[src/rtl/mem_arbiter_pkg.sv]
// -----------------------------------------------------------------------------
// mem_arbiter_pkg
// Shared memory-handshake types plus the arbiter's own additions.
//   mem_input_t   : request  {Valid, Write, Addr, Mask, Wdata}
//   mem_output_t  : response {Ready, Rdata}
//   arb_state_t   : arbiter FSM encoding
//   MAX_ARB_PORTS : upper bound on requester count
//   wrap_idx()    : modulo-N pointer advance used by the round-robin scan
// -----------------------------------------------------------------------------
package mem_arbiter_pkg;

    localparam int MAX_ARB_PORTS = 8;

    typedef struct packed {
        logic        Valid;
        logic        Write;
        logic [31:0] Addr;
        logic [3:0]  Mask;
        logic [31:0] Wdata;
    } mem_input_t;

    typedef struct packed {
        logic        Ready;
        logic [31:0] Rdata;
    } mem_output_t;

    typedef enum logic [0:0] {
        ARB_IDLE = 1'b0,
        ARB_BUSY = 1'b1
    } arb_state_t;

    // (base + step) mod n, for walking a ring of n ports.
    function automatic int unsigned wrap_idx(input int unsigned base,
                                             input int unsigned step,
                                             input int unsigned n);
        return (base + step) % n;
    endfunction

endpackage

[src/rtl/mem_arbiter_if.sv]
// -----------------------------------------------------------------------------
// mem_arbiter_if
// Bundles the requester side and the downstream side of the arbiter.
//   req_i   : per-port requests            (requesters -> arbiter)
//   resp_o  : per-port responses           (arbiter -> requesters)
//   mem_o   : downstream request           (arbiter -> cache/memory)
//   mem_i   : downstream response          (cache/memory -> arbiter)
//   grant_o : one-hot owner of the current transaction
//   busy_o  : transaction outstanding downstream
// Modports: slave = the arbiter, master = the surrounding system.
// -----------------------------------------------------------------------------
interface mem_arbiter_if
    import mem_arbiter_pkg::*;
#(
    parameter int NUM_PORTS = 2
);

    mem_input_t  [NUM_PORTS-1:0] req_i;
    mem_output_t [NUM_PORTS-1:0] resp_o;
    mem_input_t                  mem_o;
    mem_output_t                 mem_i;
    logic        [NUM_PORTS-1:0] grant_o;
    logic                        busy_o;

    modport slave (
        input  req_i,
        input  mem_i,
        output resp_o,
        output mem_o,
        output grant_o,
        output busy_o
    );

    modport master (
        output req_i,
        output mem_i,
        input  resp_o,
        input  mem_o,
        input  grant_o,
        input  busy_o
    );

endinterface

[src/rtl/mem_arbiter_rr_picker.sv]
// -----------------------------------------------------------------------------
// rr_picker
// Combinational winner selection.
//   valid_i : request-valid vector, one bit per port
//   last_i  : index of the previous round-robin winner
//   mode_i  : 0 = round-robin starting after last_i, 1 = lowest index wins
//   found_o : at least one port is requesting
//   idx_o   : winning port index (meaningful only when found_o=1)
// -----------------------------------------------------------------------------
module rr_picker
    import mem_arbiter_pkg::*;
#(
    parameter int NUM_PORTS = 2,
    localparam int IDX_W    = $clog2(NUM_PORTS)
) (
    input  logic [NUM_PORTS-1:0] valid_i,
    input  logic [IDX_W-1:0]     last_i,
    input  logic                 mode_i,
    output logic                 found_o,
    output logic [IDX_W-1:0]     idx_o
);

    // Both scans run from the least to the most preferred candidate so the
    // final assignment that sticks is the best one.
    always_comb begin
        // NOTE: every output gets a default first; a path that leaves one
        // unassigned would infer a latch.
        found_o = 1'b0;
        idx_o   = '0;
        if (mode_i) begin
            for (int i = NUM_PORTS - 1; i >= 0; i--) begin
                if (valid_i[i]) begin
                    found_o = 1'b1;
                    idx_o   = IDX_W'(i);
                end
            end
        end else begin
            // Distance 1 from last_i is the most preferred, distance NUM_PORTS
            // (last_i itself) the least.
            for (int i = NUM_PORTS; i >= 1; i--) begin
                if (valid_i[wrap_idx(32'(last_i), i, NUM_PORTS)]) begin
                    found_o = 1'b1;
                    idx_o   = IDX_W'(wrap_idx(32'(last_i), i, NUM_PORTS));
                end
            end
        end
    end

endmodule

[src/rtl/mem_arbiter.sv]
// -----------------------------------------------------------------------------
// mem_arbiter
// Arbitrates NUM_PORTS requesters onto one downstream cache/memory port.
//   clk_i : clock
//   rst_i : synchronous active-high reset
//   bus   : mem_arbiter_if.slave (req_i, resp_o, mem_o, mem_i, grant_o, busy_o)
// Parameters:
//   NUM_PORTS : requester count, 2..MAX_ARB_PORTS
//   PRIO_MODE : 0 = round-robin, 1 = fixed priority (port 0 highest)
// One request is latched per IDLE cycle and replayed downstream from a
// register until mem_i.Ready, so requesters cannot disturb it mid-flight.
// -----------------------------------------------------------------------------
module mem_arbiter
    import mem_arbiter_pkg::*;
#(
    parameter int NUM_PORTS = 2,
    parameter int PRIO_MODE = 0,
    localparam int IDX_W    = $clog2(NUM_PORTS)
) (
    input  logic          clk_i,
    input  logic          rst_i,
    mem_arbiter_if.slave  bus
);

    localparam logic [0:0] S_IDLE = ARB_IDLE;
    localparam logic [0:0] S_BUSY = ARB_BUSY;

    logic [0:0]           state_q;
    mem_input_t           req_q;
    logic [IDX_W-1:0]     gnt_q;
    logic [NUM_PORTS-1:0] grant_q;
    logic [IDX_W-1:0]     last_q;

    logic [NUM_PORTS-1:0] valid_vec;
    logic                 pick_found;
    logic [IDX_W-1:0]     pick_idx;
    mem_output_t [NUM_PORTS-1:0] resp;

    always_comb begin
        for (int p = 0; p < NUM_PORTS; p++) begin
            valid_vec[p] = bus.req_i[p].Valid;
        end
    end

    rr_picker #(.NUM_PORTS(NUM_PORTS)) u_picker (
        .valid_i (valid_vec),
        .last_i  (last_q),
        .mode_i  (PRIO_MODE != 0),
        .found_o (pick_found),
        .idx_o   (pick_idx)
    );

    // NOTE: all state uses non-blocking assignments so every register
    // samples the pre-edge values regardless of statement order.
    always_ff @(posedge clk_i) begin
        if (rst_i) begin
            state_q <= S_IDLE;
            // NOTE: req_q is a datapath register but it drives mem_o
            // directly, so it must be cleared on reset, not left undefined.
            req_q   <= '0;
            gnt_q   <= '0;
            grant_q <= '0;
            last_q  <= IDX_W'(NUM_PORTS - 1);
        end else begin
            case (state_q)
                S_IDLE: begin
                    if (pick_found) begin
                        req_q       <= bus.req_i[pick_idx];
                        req_q.Valid <= 1'b1;
                        gnt_q       <= pick_idx;
                        grant_q     <= {{(NUM_PORTS-1){1'b0}}, 1'b1} << pick_idx;
                        if (PRIO_MODE == 0) begin
                            last_q <= pick_idx;
                        end
                        state_q <= S_BUSY;
                    end
                end
                default: begin
                    // Clearing req_q here drops mem_o.Valid for the IDLE
                    // cycle that separates back-to-back transactions.
                    if (bus.mem_i.Ready) begin
                        req_q   <= '0;
                        grant_q <= '0;
                        state_q <= S_IDLE;
                    end
                end
            endcase
        end
    end

    // Only the owner sees Ready/Rdata; a Ready arriving while IDLE is dropped.
    always_comb begin
        resp = '0;
        if (state_q == S_BUSY && bus.mem_i.Ready) begin
            resp[gnt_q].Ready = 1'b1;
            resp[gnt_q].Rdata = bus.mem_i.Rdata;
        end
    end

    assign bus.resp_o  = resp;
    assign bus.mem_o   = req_q;
    assign bus.grant_o = grant_q;
    assign bus.busy_o  = (state_q == S_BUSY);

endmodule

[src/flat_wrapper.sv]
// flat-port wrapper written by rule: the top's interface ports become plain ports
module mem_arbiter_flat import mem_arbiter_pkg::*;
#(
    parameter int NUM_PORTS = 2,
    parameter int PRIO_MODE = 0,
    localparam int IDX_W    = $clog2(NUM_PORTS)
)
  (clk_i, rst_i, bus_req_i, bus_mem_i, bus_resp_o, bus_mem_o, bus_grant_o, bus_busy_o);
  mem_arbiter_if #(.NUM_PORTS(NUM_PORTS)) bus_i ();
  input  logic clk_i;
  input  logic rst_i;
  input wire logic [$bits(bus_i.req_i)-1:0] bus_req_i;
  input wire logic [$bits(bus_i.mem_i)-1:0] bus_mem_i;
  output wire logic [$bits(bus_i.resp_o)-1:0] bus_resp_o;
  output wire logic [$bits(bus_i.mem_o)-1:0] bus_mem_o;
  output wire logic [$bits(bus_i.grant_o)-1:0] bus_grant_o;
  output wire logic [$bits(bus_i.busy_o)-1:0] bus_busy_o;
  assign bus_i.req_i = bus_req_i;
  assign bus_i.mem_i = bus_mem_i;
  assign bus_resp_o = bus_i.resp_o;
  assign bus_mem_o = bus_i.mem_o;
  assign bus_grant_o = bus_i.grant_o;
  assign bus_busy_o = bus_i.busy_o;
  mem_arbiter #(.NUM_PORTS(NUM_PORTS), .PRIO_MODE(PRIO_MODE)) u_core (.clk_i(clk_i), .rst_i(rst_i), .bus(bus_i));
endmodule
[config.mk]
export PLATFORM = sky130hd
export DESIGN_NAME = mem_arbiter_flat
export DESIGN_NICKNAME = d
export VERILOG_FILES = /design/src/rtl/mem_arbiter_pkg.sv /design/src/rtl/mem_arbiter_if.sv /design/src/rtl/mem_arbiter_rr_picker.sv /design/src/rtl/mem_arbiter.sv /design/src/flat_wrapper.sv
export SDC_FILE = /design/constraint.sdc
export NUM_CORES = 1
export LEC_CHECK = 0
export ABC_AREA = 1
export CAP_MARGIN = 15
export CORE_AREA = 2 2 123 125
export CTS_CLUSTER_SIZE = 28
export DETAILED_ROUTE_END_ITERATION = 12
export DIE_AREA = 0 0 125 127
export DONT_BUFFER_PORTS = 1
export PLACE_DENSITY = 0.5
export SLEW_MARGIN = 20
export SYNTH_ARGS = -nofsm -noshare
export SYNTH_HDL_FRONTEND = slang
export SYNTH_HIERARCHICAL = 1
export SYNTH_SLANG_ARGS = --single-unit
[constraint.sdc]
create_clock -name clk_i -period 2.5 [get_ports clk_i]
set_input_delay 0.375 -clock clk_i [delete_from_list [all_inputs] [get_ports clk_i]]
set_output_delay 0.375 -clock clk_i [all_outputs]
set_load 0.02 [all_outputs]
Word-level counts from Yosys, hierarchy flattened

Index checks and enable logic that the tools add are counted.

Output and inout port bits: 139
Input port bits: 175
Flip-flop bits (word level): 75

Reduce and logical (&&, ||, !) cells: 5
Shifts and indexed selects: 1
Multiplexer cells: 25
Bitwise logic cells: 1
$lt $le $gt $ge: 5
$add $sub $neg: 2
Equality and inequality tests: 1

Operators with widths:

| operator                                                   | number |
|---|---|
| 2-to-1 mux 70 bit                                          | 3 |
| 2-to-1 mux 69 bit                                          | 2 |
| bitwise mux 66 bit                                         | 1 |
| demux 33 bit (select 1 bit)                                | 2 |
| 2-to-1 mux 66 bit                                          | 1 |
| 2-to-1 mux 33 bit                                          | 1 |
| 2-to-1 mux 32 bit                                          | 1 |
| 2-to-1 mux 1 bit                                           | 11 |
| less-than comparator 1 x 2 -> 1 bit, second input constant | 4 |
| 2-to-1 mux 2 bit                                           | 3 |
| AND reduction 2 bit                                        | 2 |
| adder 1 bit, second input constant                         | 2 |
| logical AND 1 bit                                          | 2 |
| inequality test 2 bit, second input constant               | 1 |
| nonzero test 2 bit                                         | 1 |
| << shifter 1 x 1 -> 2 bit, first input constant            | 1 |
| >= comparator 1 bit, second input constant                 | 1 |
| NOT 1 bit                                                  | 1 |

Depth between registers and ports, before layout

Depth in word-level cells: 9
Depth in mapped cells: 11
Gate-level depth less buffers: 8

Modules after synthesis

Netlist, hierarchy kept.

Modules (own cells, without submodules):

| module      | cells each | seq. area each (sq um) | area each (sq um) | instances |
|---|---|---|---|---|
| mem_arbiter | 741        | 1501.4                 | 4395.5            | 1 |
| rr_picker   | 6          | 0.0                    | 22.5              | 1 |

Worst setup path after synthesis

OpenSTA, ideal clock, no wires.

Kind: reg-to-output
Start point: register u_core.state_q (netlist: u_core/bus.busy_o)
End point: output bus_resp_o[35]
Stages on the path, launching flop included: 7
Path slack: 0.359 ns
Data required time: 2.125 ns
Arrival: 1.766 ns
Cells stage by stage: dfxtp_1 -> nand2_1 -> buf_2 -> nor2_1 -> inv_1 -> buf_2 -> nor2_1

Longest elaborated chain between the ends: 2

RTL lines:

| what                   | line               | source |
|---|---|---|
| from (decl)            | mem_arbiter.sv:28  | `logic [0:0] state_q;` |
| from (signal assigned) | mem_arbiter.sv:57  | `state_q <= S_IDLE;` |
| from (signal assigned) | mem_arbiter.sv:75  | `state_q <= S_BUSY;` |
| from (signal assigned) | mem_arbiter.sv:84  | `state_q <= S_IDLE;` |
| logical AND 1 bit      | mem_arbiter.sv:94  | `if (state_q == S_BUSY && bus.mem_i.Ready) begin` |
| 2-to-1 mux 66 bit      | mem_arbiter.sv:94  |  |
| to (decl)              | flat_wrapper.sv:14 | `output wire logic [$bits(bus_i.resp_o)-1:0] bus_resp_o;` |

No other way between the ends.

Worst setup path after layout

Start point: register u_core.state_q (netlist: u_core/bus.busy_o)
End point: output bus_resp_o[50]

Same word-level chain as after synthesis.

==> out/summary.json <==
{
  "drt_drc_violations_left": {"value": 0},
  "postSynthNetCount": {"value": 922},
  "path_clk_slew": {"value": 60, "unit": "ps"},
  "ff2ff_path_depth": {"value": 8},
  "postSynthCellCount": {"value": 747},
  "area_growth_syn_to_layout": {"value": 20.8, "unit": "%"},
  "rrSetupSlack": {"value": 650, "unit": "ps"},
  "end_kind": {"value": "primary output"},
  "timing_worst_slew_pin_value": {"value": 924, "unit": "ps"},
  "postLayoutCellArea": {"value": 5340, "unit": "sq um"},
  "first_global_vias": {"value": 4467},
  "comb_power_share": {"value": 20.7, "unit": "%"},
  "layout-drive-gt1-share": {"value": 12.6, "unit": "%"},
  "design.die.area": {"value": 15900, "unit": "sq um"},
  "gp_routability_congestion": {"value": 1.01},
  "netlist_area": {"value": 4420, "unit": "sq um"},
  "resized_after_cts": {"value": 0},
  "post_drt_antenna_nets": {"value": 0},
  "placedInstanceArea": {"value": 5020, "unit": "sq um"},
  "skew": {"value": 4.89, "unit": "ps"},
  "ys_warn_count": {"value": 6},
  "critical_path.max_fanout": {"value": 32},
  "maxClockFrequency": {"value": 0.455, "unit": "GHz"},
  "maximum_count_of_clock_buffers_along_a_single_path": {"value": 2},
  "detailedPlace.worstSlack": {"value": 590, "unit": "ps"},
  "grt_first_pass_wirelength": {"value": 23800, "unit": "um"},
  "dpl.hpwl": {"value": 11000, "unit": "um"},
  "latest_clock_arrival_within_the_worst_skew_pair": {"value": 330, "unit": "ps"},
  "layout_min_cycle_time": {"value": 2200, "unit": "ps"},
  "hold_path.class": {"value": "in2reg"},
  "cp_data_required_time": {"value": 2120, "unit": "ps"},
  "worst-setup-path-type": {"value": "reg2out"},
  "coreArea": {"value": 14400, "unit": "sq um"},
  "finalMaxSlewViolations": {"value": 0},
  "cts_setup_buffers": {"value": 0},
  "rr_endpoint": {"value": "u_core/bus.mem_o[67]"},
  "tritoncts": {"value": "done"},
  "p_int": {"value": 2.50, "unit": "mW"},
  "cts_max_level": {"value": 3},
  "num_io_pins": {"value": 314},
  "worst_slew_margin_rel": {"value": 38.3, "unit": "%"},
  "net_switching_power_of_the_design": {"value": 1.22, "unit": "mW"},
  "grt_remaining_overflow": {"value": 0},
  "nNetsFinal": {"value": 951},
  "cts.sinks": {"value": 75},
  "num_rows": {"value": 44},
  "holdWs": {"value": 106, "unit": "ps"},
  "layout_common_cells": {"value": "213 x nand2_1, 209 x nor2_1, 75 x dfxtp_1"},
  "power_frac_seq": {"value": 42.2, "unit": "%"},
  "routed-via-count": {"value": 4682},
  "cts_made_buffers": {"value": 9},
  "number_of_antenna_diodes": {"value": 0},
  "avgViaCountPerCell": {"value": 4.86},
  "routed_wl": {"value": 15200, "unit": "um"},
  "violation_count_after_the_first_detailed_routing_iteration": {"value": 258},
  "outcome": {"value": "finished clean"},
  "drv.max_cap_violation_count": {"value": 0},
  "cts.root.buffer_cell": {"value": "clkbuf_16"},
  "die_width": {"value": 125, "unit": "um"},
  "detailed_route_wire_length_per_cell": {"value": 15.8, "unit": "um"},
  "total_negative_slack": {"value": 0, "unit": "ps"},
  "ys_ff_latch": {"value": 75},
  "maximum_number_of_pins_on_one_net_before_global_route_repair": {"value": 73},
  "floorplan.die.height": {"value": 127, "unit": "um"},
  "synth.distinct_cells": {"value": 15},
  "hold_viol_final": {"value": 0},
  "firstDrtPassIters": {"value": 5},
  "portBuffers": {"value": 0},
  "cellLeakagePower": {"value": 2.79, "unit": "nW"},
  "timing.hold.worst_path_depth": {"value": 1},
  "regToRegStartpoint": {"value": "u_core/bus.busy_o"},
  "cp.arrival": {"value": 1820, "unit": "ps"},
  "unrepaired_setup_endpoints_after_global_routing": {"value": "false"},
  "period_share": {"value": 87.9, "unit": "%"},
  "power.share.clock": {"value": 37.1, "unit": "%"},
  "grt_use_total": {"value": 18.6, "unit": "%"},
  "antenna_violations_before_repair": {"value": 0},
  "critPathLaunchType": {"value": "flop"},
  "initial_utilization": {"value": 30.6, "unit": "%"},
  "pwr_density_cell": {"value": 696, "unit": "nW/um^2"},
  "sw_frac_of_total": {"value": 32.8, "unit": "%"},
  "worst_ir_drop_vdd": {"value": 308, "unit": "uV"},
  "ctsHoldBuffers": {"value": 0},
  "nFillCells": {"value": 1579},
  "setup_viol": {"value": 0},
  "setup_ws": {"value": 303, "unit": "ps"},
  "worstHoldStart": {"value": "rst_i"},
  "synth_seq_area_share": {"value": 34.0, "unit": "%"},
  "syn_area_per_cell": {"value": 5.91, "unit": "sq um"},
  "timing.hold.worst_endpoint": {"value": "u_core/bus.grant_o[0]"},
  "most_frequent_standard_cell_in_the_layout_excluding_fill_and_tap_cells": {"value": "nand2_1"}
}
==> layer usage <==
| metal | GRT usage [%] | routed length, um | up-vias |
|---|---|---|---|
| li1 | - | - | 2359 |
| met1 | 20.1 | 5600 | 2055 |
| met3 | 6.87 | 1490 | 33 |
| met2 | 32.7 | 7640 | 235 |
| met4 | 8.04 | 490 | 0 |
| met5 | 0 | 0 | - |
==> how the worst max path moves through the flow <==
stage | cells after the start | from | to
6_report | 5 | u_core/bus.busy_o | bus_resp_o[50]
4_1_cts | 5 | u_core/bus.busy_o | bus_resp_o[50]
3_3_place_gp | 8 | bus_req_i[139] | u_core/bus.mem_o[67]
2_1_floorplan | 6 | u_core/bus.busy_o | bus_resp_o[35]
5_1_grt | 5 | u_core/bus.busy_o | bus_resp_o[27]
3_5_place_dp | 8 | bus_req_i[139] | u_core/bus.mem_o[67]
==> layout make-up <==
type | count | area (sq um) | share of cell area, %
Inverter | 41 | 154 | 2.88
Timing Repair Buffer | 76 | 608 | 11.4
Multi-Input combinational cell | 573 | 2530 | 47.4
Tap cell | 184 | 230 | 4.31
Clock buffer | 10 | 239 | 4.48
Sequential cell | 75 | 1500 | 28.1
Clock inverter | 5 | 77.6 | 1.45
==> worst max-delay path, cell delays in order, from the launching register on <==
cell and delay (ps):
dfxtp_1 320, nand2_2 100, nor2_1 70, inv_1 670, nor2_1 110, buf_4 200
==> flip-flops by register name, indices dropped and copies added, names as in the netlist <==
name,count
u_core/gnt_q,1
u_core/bus.busy_o,1
u_core/last_q,1
u_core/bus.grant_o,2
u_core/bus.mem_o,70
==> cell families after synthesis <==
group                  synth area share (%)
AO/OA/AOI/OAI                         0.453
buffers and inverters                  9.18
flip-flops                             34.0
other                                0.0849
AND/OR/NAND/NOR                        56.3
==> power by group through the flow <==
| stage | clock network (mW) | logic [mW] | registers (mW) |
|---|---|---|---|
| 6_report | 1.38 | 0.768 | 1.57 |
| 5_1_grt | 1.48 | 0.881 | 1.59 |
| 2_1_floorplan | 0 | 0.597 | 1.56 |
| 4_1_cts | 1.43 | 0.774 | 1.57 |
| 3_5_place_dp | 0 | 0.771 | 1.60 |
| 3_3_place_gp | 0 | 0.756 | 1.60 |
==> synth_stat cells <==
library cell / instances / share of area, %
a21oi_1: 4 / 0.45
buf_1: 18 / 1.5
buf_2: 18 / 2.0
buf_4: 3 / 0.51
clkbuf_1: 19 / 1.6
conb_1: 1 / 0.085
dfxtp_1: 75 / 34
inv_1: 38 / 3.2
inv_2: 3 / 0.25
nand2_1: 215 / 18
nand3_1: 72 / 8.2
nand3b_1: 69 / 12
nor2_1: 210 / 18
nor2_2: 1 / 0.14
nor3b_1: 1 / 0.17
==> metrics by stage <==
stage | std cells | util, % | power [mW]
detailed placement | 949 | 34.8 | 2.37
global route | 964 | 37.0 | 3.95
CTS | 964 | 37.0 | 3.78
global placement | 949 | 34.8 | 2.35
floorplan | 747 | - | 2.15
finish | 964 | 37.0 | 3.72
No activity file was read; power rests on OpenSTA's default activity.
